<file path="src/rtl/imem_program_loader.sv">
// imem_program_loader
//   Takes an instruction stream (5-bit opcode + 22-bit operand) over a
//   valid/ready handshake. It checks each opcode, builds the 27-bit
//   instruction word and writes the words in order into instruction memory,
//   starting at address 0. The processor core stays in reset until a HALT
//   word has been written.
//
// Ports
//   clk, rst       rising-edge clock, asynchronous active-high reset
//   start          1-cycle pulse; begins a load from IDLE, DONE or ERR
//   in_valid/ready handshake for one instruction field
//   in_opcode      opcode, placed in word bits [26:22]
//   in_operand     operand, placed in word bits [21:0]
//   imem_we/addr/wdata  registered imem write port (one pulse per word)
//   core_rst       1 = core held in reset
//   busy/done/err  state flags for LOAD / DONE / ERR
//   err_code       00 none, 01 illegal opcode, 10 overflow
//   word_count     words written in the current or last load
module imem_program_loader #(
   parameter int ADDR_W = 5,
   parameter int DEPTH  = 32
) (
   input  logic              clk,
   input  logic              rst,
   input  logic              start,
   input  logic              in_valid,
   output logic              in_ready,
   input  logic [4:0]        in_opcode,
   input  logic [21:0]       in_operand,
   output logic              imem_we,
   output logic [ADDR_W-1:0] imem_addr,
   output logic [26:0]       imem_wdata,
   output logic              core_rst,
   output logic              busy,
   output logic              done,
   output logic              err,
   output logic [1:0]        err_code,
   output logic [ADDR_W:0]   word_count
);

   localparam logic [4:0] OP_HALT = 5'b10000;
   localparam logic [ADDR_W-1:0] LAST_ADDR = ADDR_W'(DEPTH - 1);

   typedef enum logic [1:0] {
      S_IDLE = 2'b00,
      S_LOAD = 2'b01,
      S_DONE = 2'b10,
      S_ERR  = 2'b11
   } state_t;

   // Opcodes the decode stage does not implement.
   function automatic logic is_illegal(input logic [4:0] op);
      case (op)
         5'b11001, 5'b11100, 5'b11101, 5'b11110, 5'b01111: is_illegal = 1'b1;
         default:                                          is_illegal = 1'b0;
      endcase
   endfunction

   state_t              state_r;
   state_t              state_nxt_s;
   logic [ADDR_W-1:0]   wr_ptr_r;
   logic [ADDR_W:0]     word_count_r;
   logic [1:0]          err_code_r;
   logic                imem_we_r;
   logic [ADDR_W-1:0]   imem_addr_r;
   logic [26:0]         imem_wdata_r;

   logic                xfer_s;
   logic                illegal_s;
   logic                halt_s;
   logic                last_s;

   // Transfer qualification; ready is decoded from the state register.
   always_comb begin
      xfer_s    = in_valid && (state_r == S_LOAD);
      illegal_s = is_illegal(in_opcode);
      halt_s    = (in_opcode == OP_HALT);
      last_s    = (wr_ptr_r == LAST_ADDR);
   end

   // State register.
   always_ff @(posedge clk or posedge rst) begin
      if (rst) begin
         state_r <= S_IDLE;
      end else begin
         state_r <= state_nxt_s;
      end
   end

   // Next-state logic; start is ignored while loading.
   always_comb begin
      state_nxt_s = state_r;
      case (state_r)
         S_IDLE, S_DONE, S_ERR: begin
            if (start) begin
               state_nxt_s = S_LOAD;
            end else begin
               state_nxt_s = state_r;
            end
         end
         S_LOAD: begin
            if (!xfer_s) begin
               state_nxt_s = S_LOAD;
            end else if (illegal_s) begin
               state_nxt_s = S_ERR;
            end else if (halt_s) begin
               state_nxt_s = S_DONE;
            end else if (last_s) begin
               state_nxt_s = S_ERR;
            end else begin
               state_nxt_s = S_LOAD;
            end
         end
         default: state_nxt_s = S_IDLE;
      endcase
   end

   // Output decode from the state register.
   always_comb begin
      in_ready = 1'b0;
      busy     = 1'b0;
      done     = 1'b0;
      err      = 1'b0;
      core_rst = 1'b1;
      case (state_r)
         S_IDLE: begin
            core_rst = 1'b1;
         end
         S_LOAD: begin
            in_ready = 1'b1;
            busy     = 1'b1;
         end
         S_DONE: begin
            done     = 1'b1;
            core_rst = 1'b0;
         end
         S_ERR: begin
            err      = 1'b1;
         end
         default: begin
            core_rst = 1'b1;
         end
      endcase
   end

   // Write port, pointer, counter and error code. The pointer saturates at
   // the last address because the load always ends there.
   always_ff @(posedge clk or posedge rst) begin
      if (rst) begin
         wr_ptr_r     <= {ADDR_W{1'b0}};
         word_count_r <= {(ADDR_W+1){1'b0}};
         err_code_r   <= 2'b00;
         imem_we_r    <= 1'b0;
         imem_addr_r  <= {ADDR_W{1'b0}};
         imem_wdata_r <= 27'd0;
      end else begin
         imem_we_r <= 1'b0;
         case (state_r)
            S_IDLE, S_DONE, S_ERR: begin
               if (start) begin
                  wr_ptr_r     <= {ADDR_W{1'b0}};
                  word_count_r <= {(ADDR_W+1){1'b0}};
                  err_code_r   <= 2'b00;
               end
            end
            S_LOAD: begin
               if (xfer_s) begin
                  if (illegal_s) begin
                     err_code_r <= 2'b01;
                  end else begin
                     imem_we_r    <= 1'b1;
                     imem_addr_r  <= wr_ptr_r;
                     imem_wdata_r <= {in_opcode, in_operand};
                     word_count_r <= word_count_r + {{ADDR_W{1'b0}}, 1'b1};
                     if (!last_s) begin
                        wr_ptr_r <= wr_ptr_r + {{(ADDR_W-1){1'b0}}, 1'b1};
                     end
                     if (last_s && !halt_s) begin
                        err_code_r <= 2'b10;
                     end
                  end
               end
            end
            default: begin
               imem_we_r <= 1'b0;
            end
         endcase
      end
   end

   assign imem_we    = imem_we_r;
   assign imem_addr  = imem_addr_r;
   assign imem_wdata = imem_wdata_r;
   assign err_code   = err_code_r;
   assign word_count = word_count_r;

endmodule
</file>
<file path="config.mk">
export PLATFORM = sky130hd
export DESIGN_NAME = imem_program_loader
export DESIGN_NICKNAME = d
export VERILOG_FILES = /design/src/rtl/imem_program_loader.sv
export SDC_FILE = /design/constraint.sdc
export NUM_CORES = 1
export LEC_CHECK = 0
export BUFFER_PORTS_ARGS = -buffer_cell sky130_fd_sc_hd__buf_2
export CAP_MARGIN = 15
export CORE_MARGIN = 1.5
export CORE_UTILIZATION = 52
export DETAILED_ROUTE_END_ITERATION = 16
export PLACE_DENSITY = 0.92
export RECOVER_POWER = 25
export SLEW_MARGIN = 10
export SYNTH_ARGS = -nofsm -noshare
export SYNTH_HDL_FRONTEND = slang
export SYNTH_SLANG_ARGS = --single-unit
</file>
<file path="constraint.sdc">
create_clock -name clk -period 4.8 [get_ports clk]
set_input_delay 0.72 -clock clk [delete_from_list [all_inputs] [get_ports clk]]
set_output_delay 0.72 -clock clk [all_outputs]
set_load 0.05 [all_outputs]
</file>
==> out/results.tsv, run 1 <==
stage	metric	value	unit
critical_path	Crit Path Max Fanout	36	
timing	Tightest Pin Transition	1710	ps
critical_path	crit path DAT	2480	ps
status	failing checks	max-capacitance violations, max-slew violations	
power	leakage power	1.28	nW
route	via count	1513	
global_routing	largest net degree at the start of global routing	49	
die	Starting Density	55.4	%
synth	Syn Nets	188	
finish	fillers	287	
clock_tree	clk sinks	48	
timing	Max Slew Vio Count	49	
clock_tree	cts hold-fix bufs	0	
synth	FFs w/ async S/R, synth	100	%
timing	Worst Skew	4.89	ps
synth	Post-Synthesis Cells	154	
clock_tree	root buffer cell	clkbuf_8	
timing	Final setup viols	0	
global_routing	initial antenna violation count	0	
finish	Area Overhead vs Synth	23.0	%
synth	post-synthesis sequential area ratio	57.9	%
critical_path	element type at the critical path start	input port	
finish	commonest non-fill, non-tap cell in the layout	buf_2	
timing	Fin. Hold Viols	0	
finish	Inserted Diodes	0	
power	P_int	777	µW
die	Boundary Pins	77	
min_path	hold worst-path end	wr_ptr_r[3]	
synth	Post-Syn Area	2070	µm²
global_routing	grt total ovfl	0	
finish	final net count	267	
route	initial drt markers	144	
route	Routed WL	4110	µm
clock_tree	post-cts gate resize count	0	
critical_path	reg2reg end	imem_wdata[2]	
synth	Post-synth EDFFs	0	
critical_path	RR Startpoint	state_r[1]	
finish	most frequent cells in the layout	buf_2, dfrtp_1, mux2_2	
route	wire per inst	14.6	µm
timing	Tmin final	2290	ps
synth	Synth warnings	0	
timing	Tcrit/Tclk final	47.7	%
clock_tree	clock transition at the registers of the reported paths	80	ps
min_path	Hold Crit Class	flop to flop	
synth	Primary FF master, synth	dfrtp_1	
place	HPWL after DPL	2940	µm
critical_path	critical path class	input port to flop	
place	gp weighted congestion	0.792	
status	status	finished with violations	
route	DRC	0	
power	sw power	640	µW
run	max cap viols	1	
synth	Syn Area/Cell	13.5	µm²
power	PwrDens	556	nW/µm²
clock_tree	Setup Fix Bufs, Post-CTS	0	
clock_tree	clock buffer depth	2	
global_routing	vias in the first global route	1501	
critical_path	worst endpoint required time	4990	ps
timing	RSZ-0062 raised after global routing	false	
power	Flop pwr share	41.3	%
power	clock share of power	15.9	%
clock_tree	latest clock arrival within the worst-skew pair	300	ps
timing	Slew HR	-14.1	%
timing	Hold WS	491	ps
clock_tree	H-tree Lvls	2	
timing	f_max	0.437	GHz
route	drt first pass iters	4	
global_routing	first-pass GRT wire length	6990	µm
synth	Synth cell types	28	
power	PnR Total Power	1.42	mW
critical_path	worst reg-to-reg setup slack	2610	ps
min_path	Worst Hold Launch	wr_ptr_r[3]	
clock_tree	CTS tree	built	
critical_path	CP endpoint kind	flop	
synth	#FFs+latches synth	48	
die	Die ar.	4370	µm²
power	Sw Ratio	45.2	%
route	DR vias/cell	5.38	
power	Worst VDD drop	349	µV
route	Routed Antenna Nets	0	
timing	total negative slack	0	ps
die	die width	66.1	µm
place	I/O Buffers	76	
critical_path	worst r2r path cells	3	
die	Die H	66.1	µm
finish	proportion of layout cells with a drive suffix above 1	49.8	%
die	CORE AREA	3740	µm²
power	Gate power share	42.8	%
clock_tree	CTS Buf Count	5	
min_path	Hold Path Stages	1	
global_routing	gr usage total	21.5	%
die	# rows	22	
[final cells by class]
| cell class | count | area, µm² | share of cell area, % |
|---|---|---|---|
| Sequential cell | 48 | 1200 | 47.1 |
| Multi-Input combinational cell | 93 | 797 | 31.3 |
| Timing Repair Buffer | 76 | 380 | 14.9 |
| Clock buffer | 6 | 72.6 | 2.85 |
| Tap cell | 48 | 60.1 | 2.36 |
| Inverter | 9 | 33.8 | 1.32 |
| Clock inverter | 1 | 5.00 | 0.196 |
[worst max-delay path, stage by stage]
cell and delay, ps:
buf_2 120, a21oi_1 270, a311oi_4 130, nor2_4 790, mux2_2 420
[cells in the mapped netlist (2+ instances only)]
cell type | n | area [µm²]
dfrtp_1 | 48 | 1200
mux2_2 | 31 | 349
nand2_1 | 10 | 37.5
inv_1 | 9 | 33.8
mux2i_1 | 6 | 60.1
and3_1 | 4 | 25.0
nand2b_1 | 4 | 25.0
nand3_1 | 4 | 20.0
nand3b_1 | 4 | 30.0
a21oi_1 | 3 | 15.0
and2_1 | 3 | 18.8
buf_6 | 3 | 33.8
ha_1 | 3 | 37.5
nor3_1 | 3 | 15.0
a311o_1 | 2 | 20.0
nor2_1 | 2 | 7.51
o21ai_0 | 2 | 10.0
o31ai_1 | 2 | 15.0
o41ai_1 | 2 | 17.5
[kinds of logic (layout without fill, tap and decap cells)]
kind of cell	after synthesis	in the layout	share of synthesized area (%)
compound gates	16	16	6.64
fa+ha+maj	3	3	1.81
buf+inv	13	92	3.62
flops	48	48	57.9
mux	38	38	20.5
simple gates	36	36	9.54
[state kept, by name (all words and copies together), names as in the netlist]
register    cells
imem_wdata     27
err_code        2
wr_ptr_r        5
imem_we         1
state_r         2
imem_addr       5
word_count      6
[how the worst max path moves through the flow]
stage                      start        endpoint  slack [ps]  depth (start not counted)
detailed placement  in_opcode[4]  imem_wdata[20]        2180                          5
global route        in_opcode[4]   imem_wdata[6]        2370                          5
floorplan           in_opcode[4]    imem_addr[2]        2730                          5
global placement    in_opcode[4]  imem_wdata[10]        2220                          5
CTS                 in_opcode[4]   imem_wdata[9]        2510                          5
finish              in_opcode[4]   imem_wdata[2]        2510                          5
[through the flow]
step | area, µm² | instances | utilization (%) | setup WS, ps
floorplan | 2070 | 154 | - | 2730
global placement | 2470 | 274 | 66.0 | 2220
detailed placement | 2470 | 274 | 66.0 | 2180
CTS | 2550 | 281 | 68.1 | 2510
global route | 2550 | 281 | 68.1 | 2370
finish | 2550 | 281 | 68.1 | 2510
[layer usage]
layer | global-route usage, % | routed length, µm | vias up
met4 | 8.67 | 49 | 0
met5 | 0 | 0 | -
met1 | 28.5 | 1840 | 740
met3 | 8.35 | 321 | 5
li1 | - | - | 705
met2 | 31.8 | 1900 | 63
[power by group through the flow]
| stage | clock network (mW) | logic, mW | registers [mW] |
|---|---|---|---|
| 5_1_grt | 0.247 | 0.647 | 0.601 |
| 6_report | 0.225 | 0.606 | 0.585 |
| 3_5_place_dp | 0 | 0.611 | 0.590 |
| 4_1_cts | 0.233 | 0.612 | 0.584 |
| 2_1_floorplan | 0 | 0.179 | 0.879 |
| 3_3_place_gp | 0 | 0.599 | 0.585 |
(Power assumes the default switching activity.)
==> run 2, diff against run 1 <==
--- a/config.mk
+++ b/config.mk
@@ -5,12 +5,13 @@
 export SDC_FILE = /design/constraint.sdc
 export NUM_CORES = 1
 export LEC_CHECK = 0
+export ABC_AREA = 1
 export BUFFER_PORTS_ARGS = -buffer_cell sky130_fd_sc_hd__buf_2
 export CAP_MARGIN = 15
 export CORE_MARGIN = 1.5
-export CORE_UTILIZATION = 52
+export CORE_UTILIZATION = 44
 export DETAILED_ROUTE_END_ITERATION = 16
-export PLACE_DENSITY = 0.92
+export PLACE_DENSITY = 0.83
 export RECOVER_POWER = 25
 export SLEW_MARGIN = 10
 export SYNTH_ARGS = -nofsm -noshare
==> constraint.sdc (replaced) <==
create_clock -name clk -period 1.85 [get_ports clk]
set_input_delay 0.2775 -clock clk [delete_from_list [all_inputs] [get_ports clk]]
set_output_delay 0.2775 -clock clk [all_outputs]
set_load 0.05 [all_outputs]
==> run 2 against run 1 <==
Net effect: the run now ends clean; clock skew up 4.2 ps; non-clock buffer count up 2; sequential power rose to 2.5 times the previous value; sequential share of layout area down 2.6 points; routed wire length up 15%; utilization down 11 points; worst setup slack worse by 2200 ps; area after synthesis up 4.8%; critical path type is now flop to primary output.
==> out/results.tsv, run 2 <==
stage	metric	value	unit
synth	Synth cell types	20	
die	CORE AREA	4750	µm²
place	HPWL after DPL	3420	µm
critical_path	element type at the critical path start	flop	
timing	total negative slack	0	ps
route	DR vias/cell	4.71	
power	PnR Total Power	3.70	mW
synth	largest cells by area after synthesis	dfrtp_1, nand2_1, nand3_1, inv_1, buf_6	
synth	Syn Area/Cell	8.23	µm²
timing	Slew HR	41.7	%
global_routing	largest net degree at the start of global routing	38	
timing	Tightest Pin Transition	873	ps
timing	Final setup viols	0	
clock_tree	CTS Buf Count	5	
finish	Inserted Diodes	0	
synth	#FFs+latches synth	48	
critical_path	RR Startpoint	wr_ptr_r[0]	
power	PwrDens	1370	nW/µm²
synth	FFs w/ async S/R, synth	100	%
route	via count	1927	
synth	Primary FF master, synth	dfrtp_1	
clock_tree	post-cts gate resize count	0	
synth	Post-Syn Area	2170	µm²
route	initial drt markers	92	
timing	f_max	0.632	GHz
critical_path	worst endpoint required time	1570	ps
clock_tree	clk sinks	48	
timing	Worst Skew	9.04	ps
timing	Fin. Hold Viols	0	
timing	Tcrit/Tclk final	85.6	%
die	Die ar.	5370	µm²
global_routing	met1 GRT Util	24.6	%
place	gp weighted congestion	0.851	
power	leakage power	1.61	nW
finish	most frequent cells in the layout	nand2_1, buf_2, dfrtp_1	
clock_tree	clock transition at the registers of the reported paths	90	ps
global_routing	met2 Use GR	31.8	%
critical_path	CP startpoint	state_r[0]	
critical_path	crit path DAT	1310	ps
global_routing	vias in the first global route	1812	
synth	Synth warnings	0	
route	DRC	0	
global_routing	initial antenna violation count	0	
synth	post-synthesis sequential area ratio	55.3	%
synth	Synth area leader	dfrtp_1	
synth	count leader, synth	nand2_1	
place	I/O Buffers	76	
timing	RSZ-0062 raised after global routing	false	
global_routing	routing usage on met3	4.94	%
synth	share of the synthesized area in the top cell type	55.3	%
finish	Area Overhead vs Synth	24.1	%
global_routing	gr usage total	19.0	%
finish	register area	1200	µm²
clock_tree	CTS tree	built	
run	max cap viols	0	
die	Boundary Pins	77	
critical_path	critical path class	flop to primary output	
route	Routed Antenna Nets	0	
synth	Post-Synthesis Cells	264	
timing	Tmin final	1580	ps
power	Worst VDD drop	715	µV
timing	Max Slew Vio Count	0	
finish	Largest register FFs	27	
route	wire per inst	11.5	µm
synth	Post-synth EDFFs	0	
finish	proportion of layout cells with a drive suffix above 1	29.2	%
synth	Syn Nets	298	
status	status	complete, no violations	
global_routing	first-pass GRT wire length	7890	µm
clock_tree	clock buffer depth	2	
global_routing	grt total ovfl	0	
finish	final net count	375	
clock_tree	latest clock arrival within the worst-skew pair	300	ps
die	Die H	73.3	µm
min_path	Hold Crit Class	input port to async pin	
clock_tree	H-tree Lvls	2	
die	# rows	25	
clock_tree	cts hold-fix bufs	0	
finish	commonest non-fill, non-tap cell in the layout	nand2_1	
route	Routed WL	4710	µm
finish	fillers	451	
die	die width	73.3	µm
critical_path	Crit Path Max Fanout	9	
route	drt first pass iters	5	
clock_tree	Setup Fix Bufs, Post-CTS	0	
global_routing	Top Usage Layer GRT	met2	
synth	Synth top cells by count	nand2_1, dfrtp_1, inv_1	
die	Starting Density	45.7	%
clock_tree	root buffer cell	clkbuf_8	
finish	multi-input logic area	825	µm²
critical_path	CP endpoint kind	primary output	
run 2: changes by cell type after synthesis, sizes merged, moves of 6 or more:
cell,change
nand3,+12
nor2,+10
mux2i,-6
mux2,-32
nand2,+126
o21ai,+7
inv,+13
run 2: through the flow:
stage | cells | hold slack, ps | area [µm²] | setup slack, ps | utilization (%)
floorplan | 264 | 387 | 2180 | 300 | -
global placement | 401 | 337 | 2600 | 317 | 54.7
detailed placement | 401 | 351 | 2600 | 294 | 54.7
CTS | 409 | 20.8 | 2710 | 240 | 57.0
global route | 409 | 159 | 2700 | 54.4 | 56.7
finish | 409 | 153 | 2700 | 267 | 56.7
run 2: cell families (layout without fill, tap and decap cells):
| group | after synthesis | in the layout | share of synthesized area [%] |
|---|---|---|---|
| fa+ha+maj | 3 | 3 | 1.73 |
| xor+xnor | 2 | 2 | 0.806 |
| compound gates | 10 | 10 | 2.76 |
| buf+inv | 30 | 108 | 6.91 |
| flops | 48 | 48 | 55.3 |
| simple gates | 171 | 171 | 32.5 |
run 2: worst paths after layout:
check / to / cells after the start / slack (ps)
worst max-delay path: busy / 3 / 270
worst min-delay path: imem_we / 2 / 150
worst max register to register: wr_ptr_r[0] / 9 / 270
worst min register to register: imem_wdata[6] / 2 / 480
max in group asynchronous: imem_wdata[6] / 3 / 550
min in group clk: imem_wdata[14] / 3 / 170
run 2: layout make-up:
cell class / instances / share of cell area, %
clock buffer: 5 / 2.55
clock inverter: 3 / 1.58
inverter: 22 / 3.06
multi-input combinational: 186 / 30.6
sequential: 48 / 44.5
tap: 67 / 3.11
timing repair buffer: 78 / 14.6
run 2: critical path, stage by stage (launching register included):
cell     delay (ps)
dfrtp_1         440
inv_2            70
nor2_4          190
buf_2           310
run 2: report_power, final:
part	internal, mW	switching [mW]
logic	0.346	1.15
clock network	0.400	0.341
registers	1.29	0.183
run 2: layer usage:
layer,routed length (µm),vias to the layer above,part of all wire [%]
li1,-,964,-
met1,2180,902,46
met2,2180,59,46
met3,324,2,6.9
met4,11,0,0.23
met5,0,-,0
